<file path="src/rtl/dmem_arbiter.sv">
// Two-lane arbiter sharing a single-port data memory between the dual-issue MEM-stage lanes.
// Define DMEM_ARB_PERF_EN to add the perf_accesses / perf_conflicts counters.
module dmem_arbiter #(
    parameter int unsigned MEM_LATENCY = 1
) (
    input  logic        CLOCK,
    input  logic        RESET,
    input  logic        l0_req,
    input  logic        l0_we,
    input  logic [63:0] l0_addr,
    input  logic [63:0] l0_wdata,
    input  logic        l1_req,
    input  logic        l1_we,
    input  logic [63:0] l1_addr,
    input  logic [63:0] l1_wdata,
    output logic        l0_gnt,
    output logic        l1_gnt,
    output logic        l0_done,
    output logic        l1_done,
    output logic [63:0] l0_rdata,
    output logic [63:0] l1_rdata,
    output logic        busy,
    output logic [63:0] mem_address,
    output logic [63:0] mem_data_in,
    output logic        control_memwrite,
    output logic        control_memread,
    input  logic [63:0] mem_data_out
`ifdef DMEM_ARB_PERF_EN
    ,
    output logic [31:0] perf_accesses,
    output logic [31:0] perf_conflicts
`endif
);

    localparam int unsigned CntW = (MEM_LATENCY > 1) ? $clog2(MEM_LATENCY) : 1;
    localparam logic [CntW-1:0] CntInit = CntW'(MEM_LATENCY - 1);

    typedef enum logic {
        StIdle,
        StAccess
    } state_e;

    state_e          state_q, state_d;
    logic            prio_q, prio_d;
    logic [CntW-1:0] cnt_q, cnt_d;
    logic            lane_q, lane_d;
    logic            we_q, we_d;
    logic [63:0]     addr_q, addr_d;
    logic [63:0]     wdata_q, wdata_d;
    logic            memread_q, memread_d;
    logic            memwrite_q, memwrite_d;
    logic            done0_q, done0_d;
    logic            done1_q, done1_d;
    logic [63:0]     rdata0_q, rdata0_d;
    logic [63:0]     rdata1_q, rdata1_d;

    logic idle;
    logic gnt0;
    logic gnt1;

    // prio names the lane that wins when both request in the same IDLE cycle.
    always_comb begin
        idle = (state_q == StIdle);
        gnt0 = idle & l0_req & (~l1_req | ~prio_q);
        gnt1 = idle & l1_req & (~l0_req | prio_q);
    end

    always_comb begin
        state_d    = state_q;
        prio_d     = prio_q;
        cnt_d      = cnt_q;
        lane_d     = lane_q;
        we_d       = we_q;
        addr_d     = addr_q;
        wdata_d    = wdata_q;
        memread_d  = memread_q;
        memwrite_d = memwrite_q;
        done0_d    = 1'b0;
        done1_d    = 1'b0;
        rdata0_d   = rdata0_q;
        rdata1_d   = rdata1_q;

        unique case (state_q)
            StIdle: begin
                if (gnt0 | gnt1) begin
                    lane_d     = gnt1;
                    we_d       = gnt1 ? l1_we : l0_we;
                    addr_d     = gnt1 ? l1_addr : l0_addr;
                    wdata_d    = gnt1 ? l1_wdata : l0_wdata;
                    cnt_d      = CntInit;
                    prio_d     = ~gnt1;
                    memread_d  = gnt1 ? ~l1_we : ~l0_we;
                    memwrite_d = gnt1 ? l1_we : l0_we;
                    state_d    = StAccess;
                end
            end
            StAccess: begin
                if (cnt_q == '0) begin
                    state_d    = StIdle;
                    memread_d  = 1'b0;
                    memwrite_d = 1'b0;
                    if (lane_q) begin
                        done1_d  = 1'b1;
                        rdata1_d = we_q ? 64'd0 : mem_data_out;
                    end else begin
                        done0_d  = 1'b1;
                        rdata0_d = we_q ? 64'd0 : mem_data_out;
                    end
                end else begin
                    cnt_d = cnt_q - 1'b1;
                end
            end
            default: begin
                state_d = StIdle;
            end
        endcase
    end

    always_ff @(posedge CLOCK or negedge RESET) begin
        if (!RESET) begin
            state_q    <= StIdle;
            prio_q     <= 1'b0;
            cnt_q      <= '0;
            lane_q     <= 1'b0;
            we_q       <= 1'b0;
            addr_q     <= 64'd0;
            wdata_q    <= 64'd0;
            memread_q  <= 1'b0;
            memwrite_q <= 1'b0;
            done0_q    <= 1'b0;
            done1_q    <= 1'b0;
            rdata0_q   <= 64'd0;
            rdata1_q   <= 64'd0;
        end else begin
            state_q    <= state_d;
            prio_q     <= prio_d;
            cnt_q      <= cnt_d;
            lane_q     <= lane_d;
            we_q       <= we_d;
            addr_q     <= addr_d;
            wdata_q    <= wdata_d;
            memread_q  <= memread_d;
            memwrite_q <= memwrite_d;
            done0_q    <= done0_d;
            done1_q    <= done1_d;
            rdata0_q   <= rdata0_d;
            rdata1_q   <= rdata1_d;
        end
    end

    assign l0_gnt           = gnt0;
    assign l1_gnt           = gnt1;
    assign l0_done          = done0_q;
    assign l1_done          = done1_q;
    assign l0_rdata         = rdata0_q;
    assign l1_rdata         = rdata1_q;
    assign busy             = (state_q == StAccess);
    assign mem_address      = addr_q;
    assign mem_data_in      = wdata_q;
    assign control_memread  = memread_q;
    assign control_memwrite = memwrite_q;

`ifdef DMEM_ARB_PERF_EN
    logic [31:0] perf_acc_q, perf_acc_d;
    logic [31:0] perf_conf_q, perf_conf_d;

    always_comb begin
        perf_acc_d  = perf_acc_q;
        perf_conf_d = perf_conf_q;
        if (gnt0 | gnt1) begin
            perf_acc_d = perf_acc_q + 32'd1;
        end
        if (idle & l0_req & l1_req) begin
            perf_conf_d = perf_conf_q + 32'd1;
        end
    end

    always_ff @(posedge CLOCK or negedge RESET) begin
        if (!RESET) begin
            perf_acc_q  <= 32'd0;
            perf_conf_q <= 32'd0;
        end else begin
            perf_acc_q  <= perf_acc_d;
            perf_conf_q <= perf_conf_d;
        end
    end

    assign perf_accesses  = perf_acc_q;
    assign perf_conflicts = perf_conf_q;
`endif

endmodule
</file>
<file path="config.mk">
export PLATFORM = sky130hd
export DESIGN_NAME = dmem_arbiter
export DESIGN_NICKNAME = d
export VERILOG_FILES = /design/src/rtl/dmem_arbiter.sv
export SDC_FILE = /design/constraint.sdc
export NUM_CORES = 1
export LEC_CHECK = 0
export CAP_MARGIN = 10
export CORE_AREA = 5 5 223 225
export DETAILED_ROUTE_END_ITERATION = 6
export DIE_AREA = 0 0 228 230
export PLACE_DENSITY = 0.58
export SLEW_MARGIN = 0
export SYNTH_ARGS = -nofsm -noshare
export SYNTH_HDL_FRONTEND = slang
export SYNTH_SLANG_ARGS = --single-unit
</file>
<file path="constraint.sdc">
create_clock -name CLOCK -period 2.15 [get_ports CLOCK]
set_clock_uncertainty 0.1 [all_clocks]
set_input_delay 0.43 -clock CLOCK [delete_from_list [all_inputs] [get_ports CLOCK]]
set_output_delay 0.43 -clock CLOCK [all_outputs]
set_load 0.05 [all_outputs]
</file>
==> results of run 1 <==
## power by group through the flow
stage          Combinational (W)  Sequential, W  Clock, W
6_report                  0.0100        0.00690   0.00561
5_1_grt                   0.0106        0.00707   0.00594
4_1_cts                   0.0101        0.00692   0.00577
3_5_place_dp              0.0107        0.00703         0
3_3_place_gp              0.0107        0.00699         0
2_1_floorplan            0.00199         0.0113         0
## metal layers
metal,global-route usage,vias to the layer above
met5,0,-
met2,0.3068,521
met1,0.2287,5777
met4,0.06334,18
li1,-,5758
met3,0.06575,87
## cells in the final DEF, fill, tap and decap left out, types with 31 or more instances in the layout
cell / instances
clkbuf_16: 31
nand2b_1: 64
a31oi_1: 128
buf_4: 132
clkdlybuf4s50_1: 323
dfrtp_1: 263
o21ai_0: 250
dlygate4sd2_1: 181
nand2_1: 128
nor2_1: 130
o2111ai_1: 128
## final timing paths
kind / startpoint / endpoint / depth (start not counted)
min in group asynchronous: RESET / l0_rdata[33] / 2
hold / removal: l1_req / mem_address[6] / 3
setup reg to reg: busy / mem_data_in[58] / 6
hold reg to reg: l1_rdata[12] / l1_rdata[12] / 2
max in group asynchronous: RESET / mem_data_in[22] / 3
setup / recovery: prio_q / l0_gnt / 2
## state kept, by name, summed over array words and instances (netlist names), 64 cells and up
signal,count
l0_rdata,64
l1_rdata,64
mem_address,64
mem_data_in,64
## through the flow
step	power, W	utilization
floorplan	0.01326	-
global placement	0.01765	0.3956
detailed placement	0.01773	0.3956
CTS	0.02280	0.4146
global route	0.02358	0.4151
finish	0.02255	0.4153
## kinds of logic after synthesis
| family | after synthesis |
|---|---|
| buffers and inverters | 155 |
| flip-flops | 264 |
| AND/OR/NAND/NOR | 331 |
| AO/OA/AOI/OAI | 519 |
## critical path, delay by kind of cell, from the launching register on
kind / cells / cell delay (ns)
flops: 1 / 0.52
buf+inv: 1 / 0.18
compound gates: 1 / 0.31
## timing repair
item	4_1_cts	5_1_grt
buffers inserted	2	3
hold endpoints to repair	39	0
resized for setup	183	0
hold buffers	1	0
endpoints found under the setup margin	183	2
pin swaps	1	1
## final cells by class
class,instances,area [um2],area share
Multi-Input combinational cell,850,4735,0.2408
Clock buffer,42,887.1,0.04512
Tap cell,615,769.5,0.03914
Inverter,6,35.03,0.001782
Clock inverter,13,200.2,0.01018
Sequential cell,264,6610,0.3362
Timing Repair Buffer,667,6415,0.3263
Antenna cell,4,10.01,0.0005091
==> flow_metrics.py, run 1 <==
metrics = {
    "final_layout": {
        "n_fill_cell": 4754,
        "area_growth_syn_to_layout_pct": 64.44,
        "drive_above_1_share": 0.1221,
        "fin_nets": 2146,
        "stdcell_count": 2461,
        "final_cell_area_um2": 19660,
    },
    "timing": {
        "finalMaxSlewViolations": 0,
        "fin_ws_ns": 0.04275,
        "hold_violations": 0,
        "grt_setup_unrepaired": "yes",
        "setup_viol": 0,
        "tns_ns": 0,
        "whs_ns": 0.1350,
        "clock.fmax_ghz": 0.4746,
        "timing.final.crit_share": 0.9801,
        "post-route-min-period_ns": 2.107,
        "worst_pin_slew_ns": 0.6483,
        "slew_headroom": 0.5678,
    },
    "synthesis": {
        "synth_top_family_by_area": "compound AO/OA/AOI/OAI gates",
        "avgSynthCellArea_um2": 9.422,
        "yosys.area.top_type_share": 0.5525,
        "synth.distinct_cells": 28,
        "synth_top_cell_by_area": "dfrtp_1",
        "async_flop_share": 1.000,
        "yosysSeqAreaShare": 0.5525,
        "syn-num-nets": 1595,
        "synth_cells": 1269,
        "synthXorXnorAreaFrac": 0,
        "synth-compound-area-share": 0.2725,
        "synth-main-ff-cell": "dfrtp_1",
        "synthMuxAreaShare": 0,
        "syn-cell-area_um2": 11960,
        "synthTopCellsByCount": "dfrtp_1, o21ai_0, nor2_1, nand2_1",
        "synth_seq_cells": 264,
        "synth_area_leaders": "dfrtp_1, o21ai_0, o2111ai_1",
        "synth_warnings": 0,
        "synth_simple_gate_area_frac": 0.1201,
        "synth_edf_count": 0,
        "yosysMostFrequentCell": "dfrtp_1",
        "synth_fa_ha_area_frac": 0,
    },
    "pwr": {
        "switching_share": 0.4435,
        "switchingPower_w": 0.009999,
        "pwr-share-clk": 0.249,
        "powerDensity_nw_per_um2": 1147,
        "p_int_w": 0.01255,
        "share_seq_of_total_power": 0.306,
        "p_leak_nw": 8.303,
        "combPwrFrac": 0.445,
        "ir_worst_vdd_uv": 598.7,
    },
    "place": {
        "globalplace.congestion": 0.8778,
        "port_buffers": 588,
        "place_inst": 2396,
        "dp_slack_ns": 0.008456,
        "dp_hpwl_um": 38410,
        "dpl_cell_area_um2": 18730,
    },
    "routing": {
        "wl_met3_um": 4590,
        "drt_first_pass_iters": 4,
        "antenna_left": 0,
        "wl_um": 51270,
        "wl_per_cell_um": 20.83,
        "top_layer_used": "met5",
        "drc": 0,
        "vias": 12161,
        "met2_length_um": 24010,
        "drt_iter0_drc": 701,
        "vias_per_cell": 4.941,
        "drt-met1-wl_um": 20740,
    },
    "clocking": {
        "htreeDepth": 1,
        "cts_buffer_depth": 3,
        "numCtsBuffers": 31,
        "cts_tree": "built",
        "ctsRootBufferMaster": "clkbuf_16",
        "worstSkewPairLatency_ns": 0.55,
        "clk_pin_slew_worst_paths_ns": 0.06,
        "clock-sinks": 264,
    },
    "die": {
        "initial_core_util": 0.2525,
        "dieWidth_um": 228,
        "rows": 80,
        "die-area_um2": 52440,
        "die_h_um": 230,
        "io_pins": 589,
        "core_area_um2": 47350,
    },
    "setup_path": {
        "cpPeakStageDelay_ns": 0.52,
        "cpMaxStageDelayCell": "dfrtp_4",
        "crit_arrival_ns": 1.58,
        "startpoint_type": "flip-flop",
        "rrSetupSlack_ns": 0.24,
        "critPathKind": "flip-flop to output pin",
        "required_ns": 1.62,
        "critPathMaxFanout": 5,
        "cp_cell_sequence": "a211oi_4 -> buf_12",
        "endpoint_kind": "output pin",
    },
    "grt": {
        "grt_pass1_wl_um": 78560,
        "grt_max_degree": 114,
        "track_usage": 0.1864,
        "antenna_found_initial": 12,
        "grt_pass1_vias": 12516,
        "grt-ovfl-total": 0,
    },
    "hold_path": {
        "hold_path.class": "input pin to flip-flop",
    },
    "run_status": {
        "outcome": "complete, no violations",
    },
    "job": {
        "cap_violations": 0,
    },
}
No activity file was read; power rests on OpenSTA's default activity.
==> run 2: changes to the inputs <==
- CORE_AREA: 5 5 223 225 -> 5 5 228 230
- DIE_AREA: 0 0 228 230 -> 0 0 233 235
- GPL_ROUTABILITY_DRIVEN: not set -> 1
- PLACE_DENSITY: 0.58 -> 0.56
- clock period: 2.15 -> 2.5 ns (I/O delays scaled with it)
==> flow_metrics.py, run 2 (synthesis results as in run 1) <==
metrics = {
    "routing": {
        "vias_per_cell": 4.830,
        "drt_first_pass_iters": 7,
        "antenna_left": 0,
        "wl_per_cell_um": 21.27,
        "wl_um": 53080,
        "vias": 12055,
        "drc": 0,
        "drt_iter0_drc": 714,
    },
    "die": {
        "core_area_um2": 49660,
        "initial_core_util": 0.2408,
        "io_pins": 589,
        "die-area_um2": 54760,
        "die_h_um": 235,
        "dieWidth_um": 233,
        "rows": 82,
    },
    "final_layout": {
        "area_growth_syn_to_layout_pct": 65.53,
        "n_fill_cell": 5054,
        "fin_nets": 2119,
        "final_cell_mix": "clkdlybuf4s50_1, dfrtp_1, o21ai_0",
        "multi_input_area_um2": 4722,
        "final_common_cell": "clkdlybuf4s50_1",
        "drive_above_1_share": 0.06711,
        "register_area_um2": 6610,
    },
    "timing": {
        "setup_viol": 0,
        "fin_ws_ns": 0.1092,
        "timing.final.crit_share": 0.9563,
        "finalMaxSlewViolations": 0,
        "slew_headroom": 0.5709,
        "grt_setup_unrepaired": "no",
        "hold_violations": 0,
        "post-route-min-period_ns": 2.391,
        "worst_pin_slew_ns": 0.6417,
        "clock.fmax_ghz": 0.4183,
        "tns_ns": 0,
    },
    "pwr": {
        "ir_worst_vdd_uv": 436.7,
        "powerDensity_nw_per_um2": 1006,
        "p_leak_nw": 7.591,
    },
    "clocking": {
        "clock-sinks": 264,
        "cts_buffer_depth": 3,
        "worstSkewPairLatency_ns": 0.52,
        "htreeDepth": 2,
        "ctsRootBufferMaster": "clkbuf_16",
        "clk_pin_slew_worst_paths_ns": 0.06,
        "cts_setup_buffers": 0,
        "numCtsBuffers": 34,
        "cts_tree": "built",
    },
    "job": {
        "cap_violations": 0,
    },
    "grt": {
        "track_usage": 0.1853,
        "grt_max_degree": 130,
        "grt_pass1_vias": 12425,
        "grt_pass1_wl_um": 79350,
        "antenna_found_initial": 9,
        "grt-ovfl-total": 0,
    },
    "setup_path": {
        "startpoint_type": "flip-flop",
        "path_buf_inv": 1,
        "worstSetupStartpoint": "l1_rdata[13]",
        "rr_startpoint": "prio_q",
        "cpMaxStageDelayCell": "clkdlybuf4s50_1",
        "cp_cell_sequence": "clkdlybuf4s50_1",
        "required_ns": 1.90,
        "cpPeakStageDelay_ns": 0.89,
        "critPathKind": "flip-flop to output pin",
        "rr_worst_depth": 5,
        "critPathTopFamily": "buffers and inverters",
        "critPathMaxFanout": 2,
        "endpoint_kind": "output pin",
        "crit_arrival_ns": 1.79,
        "cp_num_cells": 1,
    },
    "place": {
        "dp_slack_ns": 0.1986,
        "globalplace.congestion": 0.8823,
        "port_buffers": 588,
        "dp_hpwl_um": 39330,
    },
    "run_status": {
        "outcome": "complete, no violations",
    },
    "hold_path": {
        "hold_start": "l1_req",
        "worstHoldPathCells": 3,
        "hold_path.class": "input pin to flip-flop",
    },
}
==> run 2: through the flow <==
step | utilization | hold slack, ns | instances | instance area [um2] | power, W
final | 0.3986 | 0.3181 | 2496 | 19790 | 0.01991
after global routing | 0.3983 | 0.3153 | 2490 | 19780 | 0.02084
after CTS | 0.3982 | 0.2808 | 2490 | 19770 | 0.02018
after detailed placement | 0.3762 | 0.3700 | 2428 | 18680 | 0.01526
after global placement | 0.3762 | 0.3624 | 2428 | 18680 | 0.01518
after floorplan | - | 0.1044 | 1269 | 11960 | 0.01141
==> run 2: repair_timing <==
item | CTS | global route
setup endpoints to repair | 0 | 1
hold buffers | 1 | 0
endpoints found under the hold margin | 49 | 0
gates resized for setup | 0 | 1
==> run 2: per-layer routing <==
metal	wire length (um)	vias up	share of wire	GRT usage
met5	72	-	0.0014	0
met1	20910	5679	0.39	0.2276
met3	5280	100	0.099	0.06906
met2	24810	556	0.47	0.2988
met4	2008	10	0.038	0.06570
li1	-	5710	-	-
==> run 2: report_power, final <==
group          leakage [nW]  internal, W  switching (W)
clock                 0.523      0.00292        0.00190
sequential             3.22      0.00534       0.000650
combinational          3.84      0.00298        0.00612
total                  7.59       0.0112        0.00867
==> run 2: layout make-up <==
class / count / area share
clock buffers: 54 / 0.04988
clock inverters: 7 / 0.004805
flip-flops and latches: 264 / 0.3340
diodes: 6 / 0.0007586
repair buffers: 637 / 0.3277
inverters: 6 / 0.001770
well taps: 672 / 0.04248
multi-input cells: 850 / 0.2386
==> run 2: path summary, 6_finish.rpt <==
path                                        end  slack (ns)
worst max-delay path               l1_rdata[13]        0.11
worst min-delay path            mem_address[24]        0.32
worst max register to register  mem_data_in[53]        0.66
worst min register to register     l1_rdata[39]        0.38
max in group asynchronous                prio_q        1.10
min in group asynchronous          l0_rdata[35]        0.42
